--- src/rtl/red_pitaya_exp_pkg.sv ---
// Shared constants for the expansion-connector input conditioning block:
// register offsets and default bank / debounce widths.
package red_pitaya_exp_pkg;

  localparam int EXP_DWE = 8;
  localparam int EXP_DBW = 16;

  localparam logic [19:0] EXP_DEB_LEN_ADDR  = 20'h00;
  localparam logic [19:0] EXP_RISE_EN_ADDR  = 20'h04;
  localparam logic [19:0] EXP_FALL_EN_ADDR  = 20'h08;
  localparam logic [19:0] EXP_STATUS_ADDR   = 20'h0C;
  localparam logic [19:0] EXP_IRQ_MASK_ADDR = 20'h10;
  localparam logic [19:0] EXP_LEVEL_ADDR    = 20'h14;

endpackage

--- src/rtl/red_pitaya_exp_sync_debounce.sv ---
// One-bit input conditioner: two-flop synchronizer followed by an optional
// debouncer (EXP_SYNC_DEBOUNCE_EN); without it the synchronized level passes through.
module exp_debounce
  import red_pitaya_exp_pkg::*;
#(
  parameter int DBW = EXP_DBW
) (
  input  logic           clk_i,
  input  logic           rstn_i,
  input  logic           raw_i,
  input  logic [DBW-1:0] len_i,
  output logic           deb_o
);

  logic sync_meta;
  logic sync;

  always_ff @(posedge clk_i or negedge rstn_i) begin
    if (!rstn_i) begin
      sync_meta <= 1'b0;
      sync      <= 1'b0;
    end else begin
      sync_meta <= raw_i;
      sync      <= sync_meta;
    end
  end

`ifdef EXP_SYNC_DEBOUNCE_EN
  logic [DBW-1:0] cnt;
  logic [DBW-1:0] term;
  logic           deb;

  // A length of 0 behaves like 1: accept after a single mismatching cycle.
  assign term = (len_i == '0) ? '0 : len_i - 1'b1;

  always_ff @(posedge clk_i or negedge rstn_i) begin
    if (!rstn_i) begin
      cnt <= '0;
      deb <= 1'b0;
    end else if (sync != deb) begin
      if (cnt == term) begin
        deb <= sync;
        cnt <= '0;
      end else begin
        cnt <= cnt + 1'b1;
      end
    end else begin
      cnt <= '0;
    end
  end

  assign deb_o = deb;
`else
  logic unused_len;
  assign unused_len = ^len_i;
  assign deb_o      = sync;
`endif

endmodule

--- src/rtl/red_pitaya_exp_sync.sv ---
// Expansion-connector input conditioning: per-bit sync/debounce, sticky edge
// status with maskable irq, own bus register window. Debounce via EXP_SYNC_DEBOUNCE_EN.
module red_pitaya_exp_sync
  import red_pitaya_exp_pkg::*;
#(
  parameter int DWE = EXP_DWE,
  parameter int DBW = EXP_DBW
) (
  input  logic           clk_i,
  input  logic           rstn_i,
  input  logic [DWE-1:0] exp_p_raw_i,
  input  logic [DWE-1:0] exp_n_raw_i,
  output logic [DWE-1:0] exp_p_dat_o,
  output logic [DWE-1:0] exp_n_dat_o,
  output logic           irq_o,
  input  logic [31:0]    sys_addr,
  input  logic [31:0]    sys_wdata,
  input  logic           sys_wen,
  input  logic           sys_ren,
  output logic [31:0]    sys_rdata,
  output logic           sys_err,
  output logic           sys_ack
);

  localparam int VW = 2 * DWE;

  logic [VW-1:0]  raw_vec;
  logic [VW-1:0]  deb_vec;
  logic [VW-1:0]  deb_prev;
  logic [VW-1:0]  rise_en;
  logic [VW-1:0]  fall_en;
  logic [VW-1:0]  status;
  logic [VW-1:0]  irq_mask;
  logic [VW-1:0]  edge_set;
  logic [VW-1:0]  w1c;
  logic [DBW-1:0] deb_len;
  logic [19:0]    addr;
  logic [31:0]    rd_mux;
  logic           unused_bus;

  assign addr       = sys_addr[19:0];
  assign raw_vec    = {exp_n_raw_i, exp_p_raw_i};
  assign unused_bus = &{1'b0, sys_addr, sys_wdata};

  for (genvar i = 0; i < VW; i++) begin : g_bit
    exp_debounce #(.DBW(DBW)) u_deb (
      .clk_i (clk_i),
      .rstn_i(rstn_i),
      .raw_i (raw_vec[i]),
      .len_i (deb_len),
      .deb_o (deb_vec[i])
    );
  end

  assign exp_p_dat_o = deb_vec[DWE-1:0];
  assign exp_n_dat_o = deb_vec[VW-1:DWE];
  assign sys_err     = 1'b0;

`ifdef EXP_SYNC_DEBOUNCE_EN
  always_ff @(posedge clk_i or negedge rstn_i) begin
    if (!rstn_i)
      deb_len <= '0;
    else if (sys_wen && addr == EXP_DEB_LEN_ADDR)
      deb_len <= sys_wdata[DBW-1:0];
  end
`else
  assign deb_len = '0;
`endif

  assign edge_set = (deb_vec & ~deb_prev & rise_en) | (~deb_vec & deb_prev & fall_en);
  assign w1c      = (sys_wen && addr == EXP_STATUS_ADDR) ? sys_wdata[VW-1:0] : '0;

  always_ff @(posedge clk_i or negedge rstn_i) begin
    if (!rstn_i) begin
      rise_en  <= '0;
      fall_en  <= '0;
      irq_mask <= '0;
      status   <= '0;
      deb_prev <= '0;
      irq_o    <= 1'b0;
    end else begin
      if (sys_wen && addr == EXP_RISE_EN_ADDR)  rise_en  <= sys_wdata[VW-1:0];
      if (sys_wen && addr == EXP_FALL_EN_ADDR)  fall_en  <= sys_wdata[VW-1:0];
      if (sys_wen && addr == EXP_IRQ_MASK_ADDR) irq_mask <= sys_wdata[VW-1:0];
      // A fresh edge in the same cycle as its clear keeps the bit set.
      status   <= (status & ~w1c) | edge_set;
      deb_prev <= deb_vec;
      irq_o    <= |(status & irq_mask);
    end
  end

  always_comb begin
    rd_mux = '0;
    case (addr)
      EXP_DEB_LEN_ADDR:  rd_mux = 32'(deb_len);
      EXP_RISE_EN_ADDR:  rd_mux = 32'(rise_en);
      EXP_FALL_EN_ADDR:  rd_mux = 32'(fall_en);
      EXP_STATUS_ADDR:   rd_mux = 32'(status);
      EXP_IRQ_MASK_ADDR: rd_mux = 32'(irq_mask);
      EXP_LEVEL_ADDR:    rd_mux = 32'(deb_vec);
      default:           rd_mux = '0;
    endcase
  end

  always_ff @(posedge clk_i or negedge rstn_i) begin
    if (!rstn_i) begin
      sys_ack   <= 1'b0;
      sys_rdata <= '0;
    end else begin
      sys_ack   <= sys_wen | sys_ren;
      sys_rdata <= sys_ren ? rd_mux : '0;
    end
  end

endmodule

--- config.mk ---
export PLATFORM = sky130hd
export DESIGN_NAME = red_pitaya_exp_sync
export DESIGN_NICKNAME = d
export VERILOG_FILES = /design/src/rtl/red_pitaya_exp_pkg.sv /design/src/rtl/red_pitaya_exp_sync_debounce.sv /design/src/rtl/red_pitaya_exp_sync.sv
export SDC_FILE = /design/constraint.sdc
export NUM_CORES = 1
export LEC_CHECK = 0
export CAP_MARGIN = 20
export CORE_MARGIN = 2
export CORE_UTILIZATION = 40
export DETAILED_ROUTE_END_ITERATION = 10
export PLACE_DENSITY = 0.68
export SYNTH_ARGS = -nofsm -noshare
export SYNTH_HDL_FRONTEND = slang
export SYNTH_SLANG_ARGS = --single-unit
--- constraint.sdc ---
create_clock -name clk_i -period 2.6 [get_ports clk_i]
set_input_delay 0.65 -clock clk_i [delete_from_list [all_inputs] [get_ports clk_i]]
set_output_delay 0.65 -clock clk_i [all_outputs]
set_load 0.05 [all_outputs]
==> impl_metrics.csv, run 1 <==
group,metric,value,unit
floorplan,die_y,123,um
yosys,ys_warn_count,0,
yosys,synth.distinct_cells,39,
timing,worst_slack,0.267,ns
yosys,yosys.area.top_type,"dfrtp_1",
placed_design,port-buffer-count,89,
floorplan,io_pins,135,
worst_setup_path,path_cells,"clkdlybuf4s50_1",
outcome,status,"finished clean",
yosys,ys.flop_type,"dfrtp_1",
yosys,synth_cells,408,
yosys,synth_top_cell_area_share,57.7,%
worst_setup_path,critPathCaptureType,"primary output",
detailed_routing,via_per_inst,5.04,
global_routing,grt.total_usage,16.7,%
yosys,synth_top_family_by_area,"multiplexers",
timing,period_share,89.7,%
global_routing,grt-ovfl-total,0,
floorplan,coreArea,0.0138,sq mm
power,p_int,3.56,mW
clock_tree,cts.sinks,130,
clock_tree,cts_max_level,4,
placed_design,gp_congestion,0.774,
clock_tree,worstSkewPairLatency,0.42,ns
clock_tree,ctsHoldBuffers,0,
power,swShare,22.9,%
detailed_routing,drtPass1Iterations,4,
detailed_routing,postRouteAntennaNets,0,
clock_tree,cts_tree,"yes",
worst_setup_path,crit_cells,1,
yosys,ys_seq_elements,130,
worst_setup_path,start_kind,"register",
cells_and_area,fill_cells,1171,
timing,setup_viol,0,
yosys,syn_area,0.00564,sq mm
cells_and_area,antenna_cells,0,
timing,setup_tns,0,ns
worst_setup_path,critPathMaxFanout,5,
power,fin_total_pwr,4.62,mW
yosys,synth_edf_count,0,
clock_tree,clockBufferDepth,2,
power,cellLeakagePower,3.08,nW
timing,relSlewSlack,61.7,%
floorplan,start_util,40.8,%
worst_setup_path,max_stage_delay,0.84,ns
power,clkPwrFrac,46.9,%
cells_and_area,finalNetCount,585,
timing,slew_viol_final,0,
yosys,synthAdderAreaFrac,0,%
yosys,synthArstFlopShare,100,%
yosys,synth-seq-area-share,57.7,%
timing,hold_slack,0.208,ns
cells_and_area,drive_above_1_share,25.5,%
floorplan,dieArea,0.0151,sq mm
worst_setup_path,arrival,1.68,ns
floorplan,fp-row-count,43,
detailed_routing,vias,3494,
placed_design,post-dp-hpwl,7.69,mm
clock_tree,cts_buffers,17,
worst_setup_path,crit_family,"buffers and inverters",
timing,worstMarginPinSlew,0.574,ns
yosys,synth_xor_area_share,0,%
cells_and_area,area_growth,28.3,%
worst_setup_path,reg2reg_depth,3,
placed_design,pre_cts_ws,-0.115,ns
worst_setup_path,critPathSlowestCell,"clkdlybuf4s50_1",
power,ir_worst_vdd,0.471,mV
worst_setup_path,cp.required,1.95,ns
yosys,synth_compound_area_share,10.4,%
power,p_sw,1.06,mW
detailed_routing,first_iter_violations,177,
clock_tree,cts_root_buf,"clkbuf_16",
worst_setup_path,critPathKind,"register to primary output",
yosys,synth.avg_cell_area,13.8,sq um
job,drv_cap,0,
power,p_seq_share,45.2,%
timing,min_period,2.33,ns
timing,hold_violations,0,
yosys,synthSimpleGateAreaFrac,8.50,%
detailed_routing,wirelength,11.8,mm
timing,rsz0062_at_grt,"no",
global_routing,grt_pass1_vias,3609,
power,powerDensity,639,mW/mm^2
timing,finalClockSkew,0.00568,ns
global_routing,grt_max_degree,64,
yosys,synth_mux_area_share,17.0,%
detailed_routing,wl_per_cell,17.0,um
clock_tree,cts_resized,0,
floorplan,fp.dieW,123,um
timing,max_freq,0.429,GHz
clock_tree,post-cts-setup-buffers,0,
yosys,synth.area.top_cells,"dfrtp_1 58%, mux2_2 8.8%, mux2_4 5.3%",
global_routing,grt_pass1_wl,18.7,mm
detailed_routing,detail_route.drc_violations,0,
clock_tree,path_clk_slew,0.05,ns
worst_setup_path,cp.buffers_inverters,1,
power,combPwrFrac,7.9,%
global_routing,antenna_found_initial,0,
hold_path,hold_class,"primary input to asynchronous set/reset pin",
==> stage by stage <==
step	area, sq um	instances	util [%]
after floorplan	5700	424	-
after global placement	6690	662	48.4
after detailed placement	6690	662	48.4
after CTS	7230	693	52.3
after global routing	7230	693	52.3
final	7230	693	52.3
==> synth_stat cells, drive strengths merged, types with 2 or more instances <==
cell type,count
a21oi,2
a221oi,4
a22o,4
a22oi,15
a31oi,15
buf,44
clkbuf,4
dfrtp,130
mux2,64
mux2i,16
nand2,35
nand2b,3
nand3,2
nand3b,3
nor2,3
nor2b,16
nor3,2
nor4,6
o22a,15
o22ai,16
==> registers in the layout, indices dropped and copies added, names as in the netlist, 16 cells and up <==
register	cells
g_bit.u_deb.sync_meta	16
status	16
rise_en	16
irq_mask	16
sys_rdata	16
fall_en	16
g_bit.u_deb.deb_o	16
deb_prev	16
==> logic make-up (layout without fill, tap and decap cells) <==
group,after synthesis,count (layout)
flip-flops,130,130
buffers and inverters,49,138
AND/OR/NAND/NOR,76,76
other,1,17
multiplexers,80,80
AO/OA/AOI/OAI,72,72
==> power by group through the flow <==
stage	sequential, mW	combinational, mW	clock (mW)
6_report	2.09	0.365	2.17
5_1_grt	2.09	0.389	2.31
4_1_cts	2.09	0.370	2.22
3_5_place_dp	2.13	0.369	0
3_3_place_gp	2.12	0.365	0
2_1_floorplan	2.12	0.208	0
==> cell type report <==
cell class	count	area, sq um	area share (%)
timing repair buffer	106	1110	15.4
clock inverter	5	25.0	0.346
tap	180	225	3.11
clock buffer	26	519	7.18
sequential	130	3250	45.0
inverter	1	3.75	0.0519
multi-input combinational	245	2090	28.9
==> layer usage <==
layer | global-route usage [%] | up-vias | part of all wire, %
li1 | - | 1622 | -
met1 | 22.5 | 1752 | 47
met2 | 25.4 | 102 | 46
met3 | 5.34 | 18 | 5.6
met4 | 6.03 | 0 | 1.5
met5 | 0 | - | 0
==> cell usage in the layout (no fill, tap or decap), types with 16 or more instances in the layout <==
master and instances:
clkbuf_16 17, clkdlybuf4s50_1 87, dfrtp_1 130, mux2_2 44, nand2_1 34, mux2_4 20, nor2b_1 16, conb_1 17
mux2i_1 16
==> worst paths after layout <==
path                                                startpoint                              end  slack [ns]
setup / recovery                g_bit[0].u_deb.deb_o$_DFF_PN0_                   exp_p_dat_o[0]        0.27
hold / removal                                          rstn_i   g_bit[2].u_deb.deb_o$_DFF_PN0_        0.21
setup reg to reg                           status[9]$_DFF_PN0_                  irq_o$_DFF_PN0_        1.26
hold reg to reg            g_bit[14].u_deb.sync_meta$_DFF_PN0_  g_bit[14].u_deb.deb_o$_DFF_PN0_        0.34
max in group asynchronous                               rstn_i           rise_en[8]$_DFFE_PN0P_        1.72
min in group clk_i         g_bit[14].u_deb.sync_meta$_DFF_PN0_  g_bit[14].u_deb.deb_o$_DFF_PN0_        0.34
Power figures use the tool's default switching activity.
==> inputs of run 2 (changes only) <==
--- a/config.mk
+++ b/config.mk
@@ -8,6 +8,7 @@
 export CAP_MARGIN = 20
 export CORE_MARGIN = 2
 export CORE_UTILIZATION = 40
+export CTS_BUF_LIST = sky130_fd_sc_hd__clkbuf_8
 export DETAILED_ROUTE_END_ITERATION = 10
 export PLACE_DENSITY = 0.68
 export SYNTH_ARGS = -nofsm -noshare
==> run 2 against run 1 <==
  * Highest routed layer unchanged
  * Worst hold slack worse by 0.011 ns
  * Combinational power hardly changed
  * Sequential share of layout area is 1.2 points higher
  * Non-clock buffer count stayed put
  * Clock skew is 0.0019 ns higher
  * Via count hardly changed
  * Critical path depth stayed put
  * Largest cell class unchanged
  * First-iteration DRC count is 8.5% lower
  * Register-to-register slack hardly changed
  * Die area stayed put
==> impl_metrics.csv, run 2 (synthesis gave the netlist of run 1 again) <==
group,metric,value,unit
floorplan,coreArea,0.0138,sq mm
floorplan,die_y,123,um
worst_setup_path,start_kind,"register",
global_routing,busiest_layer,"met2",
power,ir_worst_vdd,0.279,mV
global_routing,grt_use_met3,4.23,%
clock_tree,cts_max_level,4,
worst_setup_path,max_stage_delay,0.87,ns
floorplan,io_pins,135,
worst_setup_path,critPathMaxFanout,5,
clock_tree,path_clk_slew,0.07,ns
floorplan,fp.dieW,123,um
global_routing,antenna_found_initial,0,
placed_design,port-buffer-count,89,
worst_setup_path,critPathCaptureType,"primary output",
detailed_routing,wirelength,11.6,mm
clock_tree,ctsHoldBuffers,0,
detailed_routing,detail_route.drc_violations,0,
floorplan,start_util,40.8,%
timing,finalClockSkew,0.00757,ns
cells_and_area,multi_input_area,0.00209,sq mm
hold_path,hold_class,"primary input to asynchronous set/reset pin",
clock_tree,worstSkewPairLatency,0.43,ns
cells_and_area,area_growth,24.9,%
job,drv_cap,0,
timing,hold_violations,0,
placed_design,post-dp-hpwl,7.69,mm
worst_setup_path,arrival,1.71,ns
cells_and_area,final_util,50.9,%
cells_and_area,layout_common_cells,"130 x dfrtp_1, 87 x clkdlybuf4s50_1, 44 x mux2_2",
clock_tree,cts_tree,"yes",
cells_and_area,finalNetCount,585,
cells_and_area,regArea,0.00325,sq mm
clock_tree,cts_resized,0,
floorplan,dieArea,0.0151,sq mm
global_routing,met2_usage,24.6,%
worst_setup_path,path_cells,"clkdlybuf4s50_1",
global_routing,grt_use_met1,22.6,%
timing,worstMarginPinSlew,0.572,ns
clock_tree,cts_buffers,17,
timing,relSlewSlack,61.8,%
worst_setup_path,cp.buffers_inverters,1,
outcome,status,"finished clean",
timing,max_freq,0.423,GHz
detailed_routing,first_iter_violations,162,
power,powerDensity,563,mW/mm^2
worst_setup_path,critPathSlowestCell,"clkdlybuf4s50_1",
global_routing,grt.total_usage,16.4,%
power,cellLeakagePower,3.00,nW
clock_tree,cts.sinks,130,
clock_tree,clockBufferDepth,2,
clock_tree,cts_root_buf,"clkbuf_8",
worst_setup_path,critPathKind,"register to primary output",
placed_design,gp_congestion,0.774,
timing,slew_viol_final,0,
worst_setup_path,crit_family,"buffers and inverters",
cells_and_area,fill_cells,1198,
timing,setup_viol,0,
floorplan,fp-row-count,43,
global_routing,grt_max_degree,64,
detailed_routing,vias,3491,
global_routing,grt_pass1_wl,18.5,mm
cells_and_area,antenna_cells,0,
detailed_routing,via_per_inst,5.04,
global_routing,grt-ovfl-total,0,
timing,rsz0062_at_grt,"no",
timing,period_share,90.9,%
detailed_routing,drtPass1Iterations,4,
power,fin_total_pwr,3.96,mW
detailed_routing,postRouteAntennaNets,0,
timing,min_period,2.36,ns
global_routing,grt_pass1_vias,3602,
clock_tree,post-cts-setup-buffers,0,
cells_and_area,drive_above_1_share,25.5,%
detailed_routing,wl_per_cell,16.7,um
worst_setup_path,cp.required,1.95,ns
cells_and_area,final_common_cell,"dfrtp_1",
==> run 2: changes by cell type in the layout (fill, tap and decap cells not counted) <==
cell       delta
clkbuf_1      -3
clkbuf_8     +17
inv_1         +3
clkbuf_16    -17
==> run 2: layer usage <==
metal  wire, um  share of wire (%)
met1       5500                 47
met2       5350                 46
met3        565                4.9
met4        168                1.5
met5          0                  0
==> run 2: layout make-up <==
type | instances | area share [%]
flip-flops and latches | 130 | 46.2
repair buffers | 106 | 15.8
clock buffers | 23 | 4.50
inverters | 1 | 0.0533
clock inverters | 8 | 0.515
multi-input cells | 245 | 29.7
well taps | 180 | 3.20
==> run 2: power by group <==
part           switching (mW)  leakage [nW]  total, mW  internal, mW
Clock                   0.725         0.201       1.51         0.788
Sequential             0.0260          1.62       2.09          2.06
Combinational           0.220          1.18      0.364         0.144
==> run 2: through the flow <==
step / TNS (ns) / instances / hold WS [ns] / setup slack [ns] / instance area [sq um]
4_1_cts: 0 / 693 / 0.192 / 0.218 / 7040
5_1_grt: 0 / 693 / 0.200 / 0.174 / 7040
3_3_place_gp: -3.27 / 662 / 0.332 / -0.0982 / 6690
6_report: 0 / 693 / 0.197 / 0.237 / 7040
3_5_place_dp: -4.23 / 662 / 0.336 / -0.115 / 6690
2_1_floorplan: 0 / 424 / 0.331 / 0.341 / 5700
==> run 2: worst paths after layout <==
check / end / slack, ns / depth (start not counted) / start
worst max register to register: irq_o$_DFF_PN0_ / 1.26 / 3 / status[9]$_DFF_PN0_
worst min-delay path: g_bit[2].u_deb.deb_o$_DFF_PN0_ / 0.20 / 1 / rstn_i
worst max-delay path: exp_n_dat_o[3] / 0.24 / 1 / g_bit[11].u_deb.deb_o$_DFF_PN0_
max in group asynchronous: deb_prev[10]$_DFF_PN0_ / 1.74 / 2 / rstn_i
min in group clk_i: g_bit[14].u_deb.deb_o$_DFF_PN0_ / 0.35 / 0 / g_bit[14].u_deb.sync_meta$_DFF_PN0_
worst min register to register: g_bit[14].u_deb.deb_o$_DFF_PN0_ / 0.35 / 0 / g_bit[14].u_deb.sync_meta$_DFF_PN0_
